### src/rtl/mmio_pkg.sv
// mmio_pkg: register map, STATUS bit positions and reset values for dmem_mmio
package mmio_pkg;
    localparam logic [7:0] OFF_COUNT   = 8'h00;
    localparam logic [7:0] OFF_COMPARE = 8'h04;
    localparam logic [7:0] OFF_STATUS  = 8'h08;
    localparam logic [7:0] OFF_TXDATA  = 8'h0C;
    localparam logic [7:0] OFF_CTRL    = 8'h10;
    localparam int ST_MATCH = 0;
    localparam int ST_FULL  = 1;
    localparam int ST_EMPTY = 2;
    localparam int ST_OVF   = 3;
    localparam logic [31:0] COMPARE_RST = 32'hFFFF_FFFF;
endpackage

### src/rtl/sync_fifo.sv
// sync_fifo: single-clock FIFO, extra pointer bit separates full from empty
// Ports: clk, reset (async active-low), push/din write side, pop/dout read side
// (dout is 0 when empty), full, empty status.
module sync_fifo #(
    parameter int W     = 8,
    parameter int DEPTH = 4
) (
    input  logic         clk,
    input  logic         reset,
    input  logic         push,
    input  logic         pop,
    input  logic [W-1:0] din,
    output logic [W-1:0] dout,
    output logic         full,
    output logic         empty
);
    localparam int AW = $clog2(DEPTH);
    logic [W-1:0] r_mem [DEPTH];
    logic [AW:0]  r_wr;
    logic [AW:0]  r_rd;
    logic         w_push;
    logic         w_pop;
    assign empty  = r_wr == r_rd;
    assign full   = (r_wr[AW] != r_rd[AW]) && (r_wr[AW-1:0] == r_rd[AW-1:0]);
    assign w_push = push & ~full;
    assign w_pop  = pop & ~empty;
    assign dout   = empty ? '0 : r_mem[r_rd[AW-1:0]];
    always_ff @(posedge clk) begin
        if (w_push) r_mem[r_wr[AW-1:0]] <= din;
    end
    always_ff @(posedge clk or negedge reset) begin
        if (!reset) begin
            r_wr <= '0;
            r_rd <= '0;
        end else begin
            if (w_push) r_wr <= r_wr + 1'b1;
            if (w_pop)  r_rd <= r_rd + 1'b1;
        end
    end
endmodule

### src/rtl/dmem_mmio.sv
// dmem_mmio: data RAM plus memory-mapped timer and TX FIFO page for the core
// Ports: clk, reset (async active-low); memwrite/addr/writedata from the core,
// readdata combinational load data; tx_data/tx_valid/tx_ready byte stream out;
// irq = timer match flag gated by irq_en.
module dmem_mmio
    import mmio_pkg::*;
#(
    parameter int          RAM_WORDS  = 64,
    parameter int          FIFO_DEPTH = 4,
    parameter logic [31:0] MMIO_BASE  = 32'hFFFF_0000
) (
    input  logic        clk,
    input  logic        reset,
    input  logic        memwrite,
    input  logic [31:0] addr,
    input  logic [31:0] writedata,
    output logic [31:0] readdata,
    output logic [7:0]  tx_data,
    output logic        tx_valid,
    input  logic        tx_ready,
    output logic        irq
);
    localparam int RAW = $clog2(RAM_WORDS);
    logic [31:0] r_ram [RAM_WORDS];
    logic [31:0] r_count;
    logic [31:0] r_compare;
    logic        r_match;
    logic        r_ovf;
    logic        r_irq_en;
    logic        w_ram_hit;
    logic        w_mmio_hit;
    logic [7:0]  w_off;
    logic        w_wr_compare;
    logic        w_wr_status;
    logic        w_wr_tx;
    logic        w_wr_ctrl;
    logic        w_full;
    logic        w_empty;
    logic [31:0] w_status;
    logic [31:0] w_mmio_rd;
    assign w_ram_hit    = addr < 32'(RAM_WORDS * 4);
    assign w_mmio_hit   = addr[31:8] == MMIO_BASE[31:8];
    assign w_off        = {addr[7:2], 2'b00};
    assign w_wr_compare = memwrite & w_mmio_hit & (w_off == OFF_COMPARE);
    assign w_wr_status  = memwrite & w_mmio_hit & (w_off == OFF_STATUS);
    assign w_wr_tx      = memwrite & w_mmio_hit & (w_off == OFF_TXDATA);
    assign w_wr_ctrl    = memwrite & w_mmio_hit & (w_off == OFF_CTRL);
    always_comb begin
        w_status           = '0;
        w_status[ST_MATCH] = r_match;
        w_status[ST_FULL]  = w_full;
        w_status[ST_EMPTY] = w_empty;
        w_status[ST_OVF]   = r_ovf;
        w_mmio_rd = (w_off == OFF_COUNT)   ? r_count   :
                    (w_off == OFF_COMPARE) ? r_compare :
                    (w_off == OFF_STATUS)  ? w_status  :
                    (w_off == OFF_CTRL)    ? {31'd0, r_irq_en} : '0;
        readdata  = w_ram_hit  ? r_ram[addr[RAW+1:2]] :
                    w_mmio_hit ? w_mmio_rd : '0;
    end
    always_ff @(posedge clk) begin
        if (memwrite & w_ram_hit) r_ram[addr[RAW+1:2]] <= writedata;
    end
    // A match on the same edge as a W1C keeps the flag set; a push into a
    // full FIFO (judged before the edge) is dropped and latches overflow.
    always_ff @(posedge clk or negedge reset) begin
        if (!reset) begin
            r_count   <= '0;
            r_compare <= COMPARE_RST;
            r_match   <= 1'b0;
            r_ovf     <= 1'b0;
            r_irq_en  <= 1'b0;
        end else begin
            r_count <= r_count + 32'd1;
            if (w_wr_compare) r_compare <= writedata;
            r_match <= (r_count == r_compare) | (r_match & ~(w_wr_status & writedata[ST_MATCH]));
            r_ovf   <= (w_wr_tx & w_full) | (r_ovf & ~(w_wr_status & writedata[ST_OVF]));
            if (w_wr_ctrl) r_irq_en <= writedata[0];
        end
    end
    sync_fifo #(.W(8), .DEPTH(FIFO_DEPTH)) u_fifo (
        .clk   (clk),
        .reset (reset),
        .push  (w_wr_tx & ~w_full),
        .pop   (tx_ready),
        .din   (writedata[7:0]),
        .dout  (tx_data),
        .full  (w_full),
        .empty (w_empty)
    );
    assign tx_valid = ~w_empty;
    assign irq      = r_match & r_irq_en;
endmodule

### config.mk
export PLATFORM = sky130hd
export DESIGN_NAME = dmem_mmio
export DESIGN_NICKNAME = d
export VERILOG_FILES = /design/src/rtl/mmio_pkg.sv /design/src/rtl/sync_fifo.sv /design/src/rtl/dmem_mmio.sv
export SDC_FILE = /design/constraint.sdc
export NUM_CORES = 2
export LEC_CHECK = 0
export CORE_ASPECT_RATIO = 0.6
export CORE_MARGIN = 2
export CORE_UTILIZATION = 35
export CTS_BUF_LIST = sky130_fd_sc_hd__clkbuf_2 sky130_fd_sc_hd__clkbuf_4 sky130_fd_sc_hd__clkbuf_8
export DETAILED_ROUTE_END_ITERATION = 16
export PLACE_DENSITY = 0.53
export SLEW_MARGIN = 20
export SYNTH_ARGS = -nofsm -noshare
export SYNTH_HDL_FRONTEND = slang
export SYNTH_SLANG_ARGS = --single-unit
### constraint.sdc
create_clock -name clk -period 4.39 [get_ports clk]
set_input_delay 0.6585 -clock clk [delete_from_list [all_inputs] [get_ports clk]]
set_output_delay 0.6585 -clock clk [all_outputs]
set_load 0.005 [all_outputs]
==> results_dict.tcl <==
set metrics [dict create \
    final_cells 8307 \
    place_congestion 0.894 \
    area_growth_pct 20.9 \
    start_util_pct 35.3 \
    wl_per_cell_um 35.1 \
    clockPowerShare_pct 37.5 \
    drt_iter0_markers 8404 \
    rsz0062_at_grt "true" \
    synth_cell_types 74 \
    path_cells "clkdlybuf4s50_1 -> buf_6 -> buf_12 -> and3b_2 -> buf_6 -> buf_12 -> buf_6 -> a222oi_1 -> buf_4 -> nor3b_2 -> buf_4 -> o22ai_1 -> clkbuf_2" \
    drive_gt1_share_pct 36.5 \
    p_seq_share_pct 55.0 \
    synth_fp_nets 4193 \
    violations "negative setup slack" \
    fp.dieH_um 382 \
    cts.sinks 2153 \
    power_density_nw_per_um2 406 \
    ant_nets 0 \
    pin_count 110 \
    worst_pin_slew_ns 1.14 \
    grt_util_all_layers_pct 23.5 \
    cts_tree "yes" \
    p_sw_mw 9.56 \
    ys_seq_elements 2153 \
    critPathArrivalTime_ns 3.77 \
    comb_power_share_pct 7.5 \
    grt_pass1_wl_um 393000 \
    synth_area_leaders "edfxtp_1 (75%), mux4_2 (9.2%), a22oi_1 (1.9%), mux2_2 (1.8%), dfrtp_1 (1.2%)" \
    crit_path_start "addr[5]" \
    clock_skew_ns 0.0296 \
    cp_top_family "buffers and inverters" \
    syn_area_per_cell_um2 20.3 \
    synth.top_cell.area_share_pct 74.8 \
    switching_share_pct 23.3 \
    h-tree-depth 5 \
    period_needed_ns 4.43 \
    root_buffer "clkbuf_8" \
    slew-limit-headroom_pct 24.2 \
    internal_power_mw 31.4 \
    cpPeakStageDelay_ns 0.82 \
    finalWorstSetupSlack_ns -0.0417 \
    seq_area_frac_synth_pct 77.0 \
    place_area_um2 94200 \
    max_freq_mhz 226 \
    die_width_um 635 \
    netlist_area_um2 83500 \
    cp-end-kind "output pin" \
    start_kind "input port" \
    clk_pin_slew_ns 0.07 \
    vias_per_cell 5.87 \
    maxCapViolCount 0 \
    nets 5025 \
    outcome "finished, violations left" \
    required_ns 3.73 \
    dpl.hpwl_um 185000 \
    peakVddDrop_v 0.000243 \
    grt_max_degree 74 \
    port_buffers 107 \
    cts_buffers 310 \
    hold_path_class "input port to flop" \
    rows 138 \
    finalSetupViolations 4 \
    yosys.area.top_type "edfxtp_1" \
    clk_latency_ns 0.92 \
    dp_slack_ns -0.624 \
    finalPower_mw 41.0 \
    post-route-period-util_pct 101 \
    hold_viol 0 \
    vias 48700 \
    synthCells 4119 \
    dieArea_um2 243000 \
    drc 0 \
    cts_max_path_buffers 4 \
    hp-start "writedata[19]" \
    path_max_fanout 9 \
    synth_edf_count 2080 \
    synth.most_common_cell "edfxtp_1" \
    post-route-cell-area_um2 101000 \
    yosysWarnings 0 \
    core_um2 237000 \
    async_flop_share_pct 3.39 \
    synthFlopType "edfxtp_1" \
    cp_common_cell "buf_6" \
    p_leak_nw 32.9 \
    path_class "input port to output pin" \
    firstDrtPassIters 6 \
    overflow 0 \
    wl_um 291000 \
    worstReg2RegStart "u_fifo.r_rd[1]" \
    critPathBufInv 9 \
    fin_hold_ws_ns 0.184 \
    antenna_found_initial 29 \
    synth_common_cells "edfxtp_1 (2080), mux4_2 (343), a22oi_1 (216)" \
    placed_cells 7764 \
    cp_slowest_cell "a222oi_1" \
    grt_pass1_vias 46300 \
    finalMaxSlewViolations 0 \
]
[cell type report]
cell class                 instances  area [µm²]
multi-input combinational       1687       19000
tap                             3150        3940
sequential                      2153       64300
inverter                          11        42.5
clock buffer                     423        5200
antenna                            2        5.00
timing repair buffer             788        8000
fill                           20800      136000
clock inverter                    93         437
[per-layer routing]
layer	wire length (µm)	part of all wire (%)	vias to the layer above	track usage, %
li1	-	-	19000	-
met5	25	0.0086	-	0
met2	116000	40	3250	30.7
met4	4710	1.6	4	4.56
met3	41500	14	314	7.98
met1	130000	45	26100	37.4
[what timing repair did]
item,in CTS,in global routing
hold buffers,1,0
gates cloned,3,2
gates resized for setup,128,78
setup buffers,15,4
pin swaps,26,21
endpoints found under the setup margin,32,30
hold endpoints to repair,41,0
[cell usage in the layout (no fill, tap or decap), types with 10 or more instances in the layout]
cell type / netlist / routed
clkdlybuf4s50_1: 0 / 57
and3_1: 16 / 12
buf_12: 1 / 125
xor2_1: 43 / 43
a21oi_1: 35 / 31
nor2_1: 118 / 48
nand3_1: 52 / 44
buf_6: 24 / 27
a31oi_1: 19 / 18
nor4_1: 24 / 16
nand2_1: 104 / 101
clkbuf_8: 0 / 323
nand4_1: 27 / 27
edfxtp_1: 2080 / 2080
and2_1: 17 / 15
nor2_4: 0 / 68
buf_4: 28 / 511
dfrtp_1: 41 / 41
a32oi_1: 15 / 10
mux2_2: 137 / 136
xnor2_1: 26 / 26
buf_8: 0 / 10
a22oi_2: 0 / 27
mux4_2: 343 / 344
clkinv_1: 1 / 62
a22oi_1: 216 / 189
dfstp_2: 32 / 32
o21ai_0: 50 / 44
clkbuf_4: 0 / 100
buf_2: 121 / 34
mux2i_1: 73 / 72
o22ai_1: 71 / 64
o2bb2ai_1: 17 / 17
clkinv_2: 0 / 22
a221o_1: 33 / 33
a22o_1: 27 / 26
a221oi_1: 101 / 98
[power by group through the flow]
stage | Sequential (mW) | Clock, mW | Combinational, mW
after floorplan | 23.0 | 0 | 1.16
after global placement | 23.0 | 0 | 2.84
after detailed placement | 23.0 | 0 | 2.87
after CTS | 22.6 | 15.6 | 2.97
after global routing | 22.5 | 16.5 | 3.19
final | 22.6 | 15.4 | 3.07
[worst reg2reg max path, cell delays in order (launching register included)]
cell     delay, ns
dfrtp_1       0.58
xnor2_1       0.38
nand2_1       0.09
nor2_1        0.28
and3b_1       0.31
and2_1        0.21
buf_4         0.17
xor2_1        0.14
[path summary, 6_finish.rpt]
path,slack (ns),cells past startpoint,end
setup / recovery,-0.04,13,readdata[28]
hold / removal,0.18,1,r_ram[28][19]
setup reg to reg,2.09,7,u_fifo.r_wr[2]
hold reg to reg,0.49,1,u_fifo.r_rd[2]
max in group asynchronous,3.34,2,u_fifo.r_wr[2]
min in group asynchronous,0.43,2,r_count[23]
[cell families after synthesis]
kind of cell,after synthesis,share of synthesized area [%]
fa+ha+maj,6,0.0899
buf+inv,279,1.80
simple gates,419,2.51
flops,2153,77.0
xor+xnor,69,0.723
compound gates,635,5.76
mux,558,12.1
[state kept, by name, summed over array words and instances, names as in the netlist]
signal        count
u_fifo.r_wr       3
r_compare        32
u_fifo.r_rd       3
r_count          32
u_fifo.r_mem     32
r_ovf             1
r_ram          2048
r_match           1
r_irq_en          1
[metrics by stage]
step,TNS (ns),util [%]
final,-0.107,42.7
after global routing,-0.149,42.7
after CTS,-0.353,42.5
after detailed placement,-7.99,39.8
after global placement,-7.39,39.8
after floorplan,0,-
Note: power is estimated with default switching activity, not from simulation.
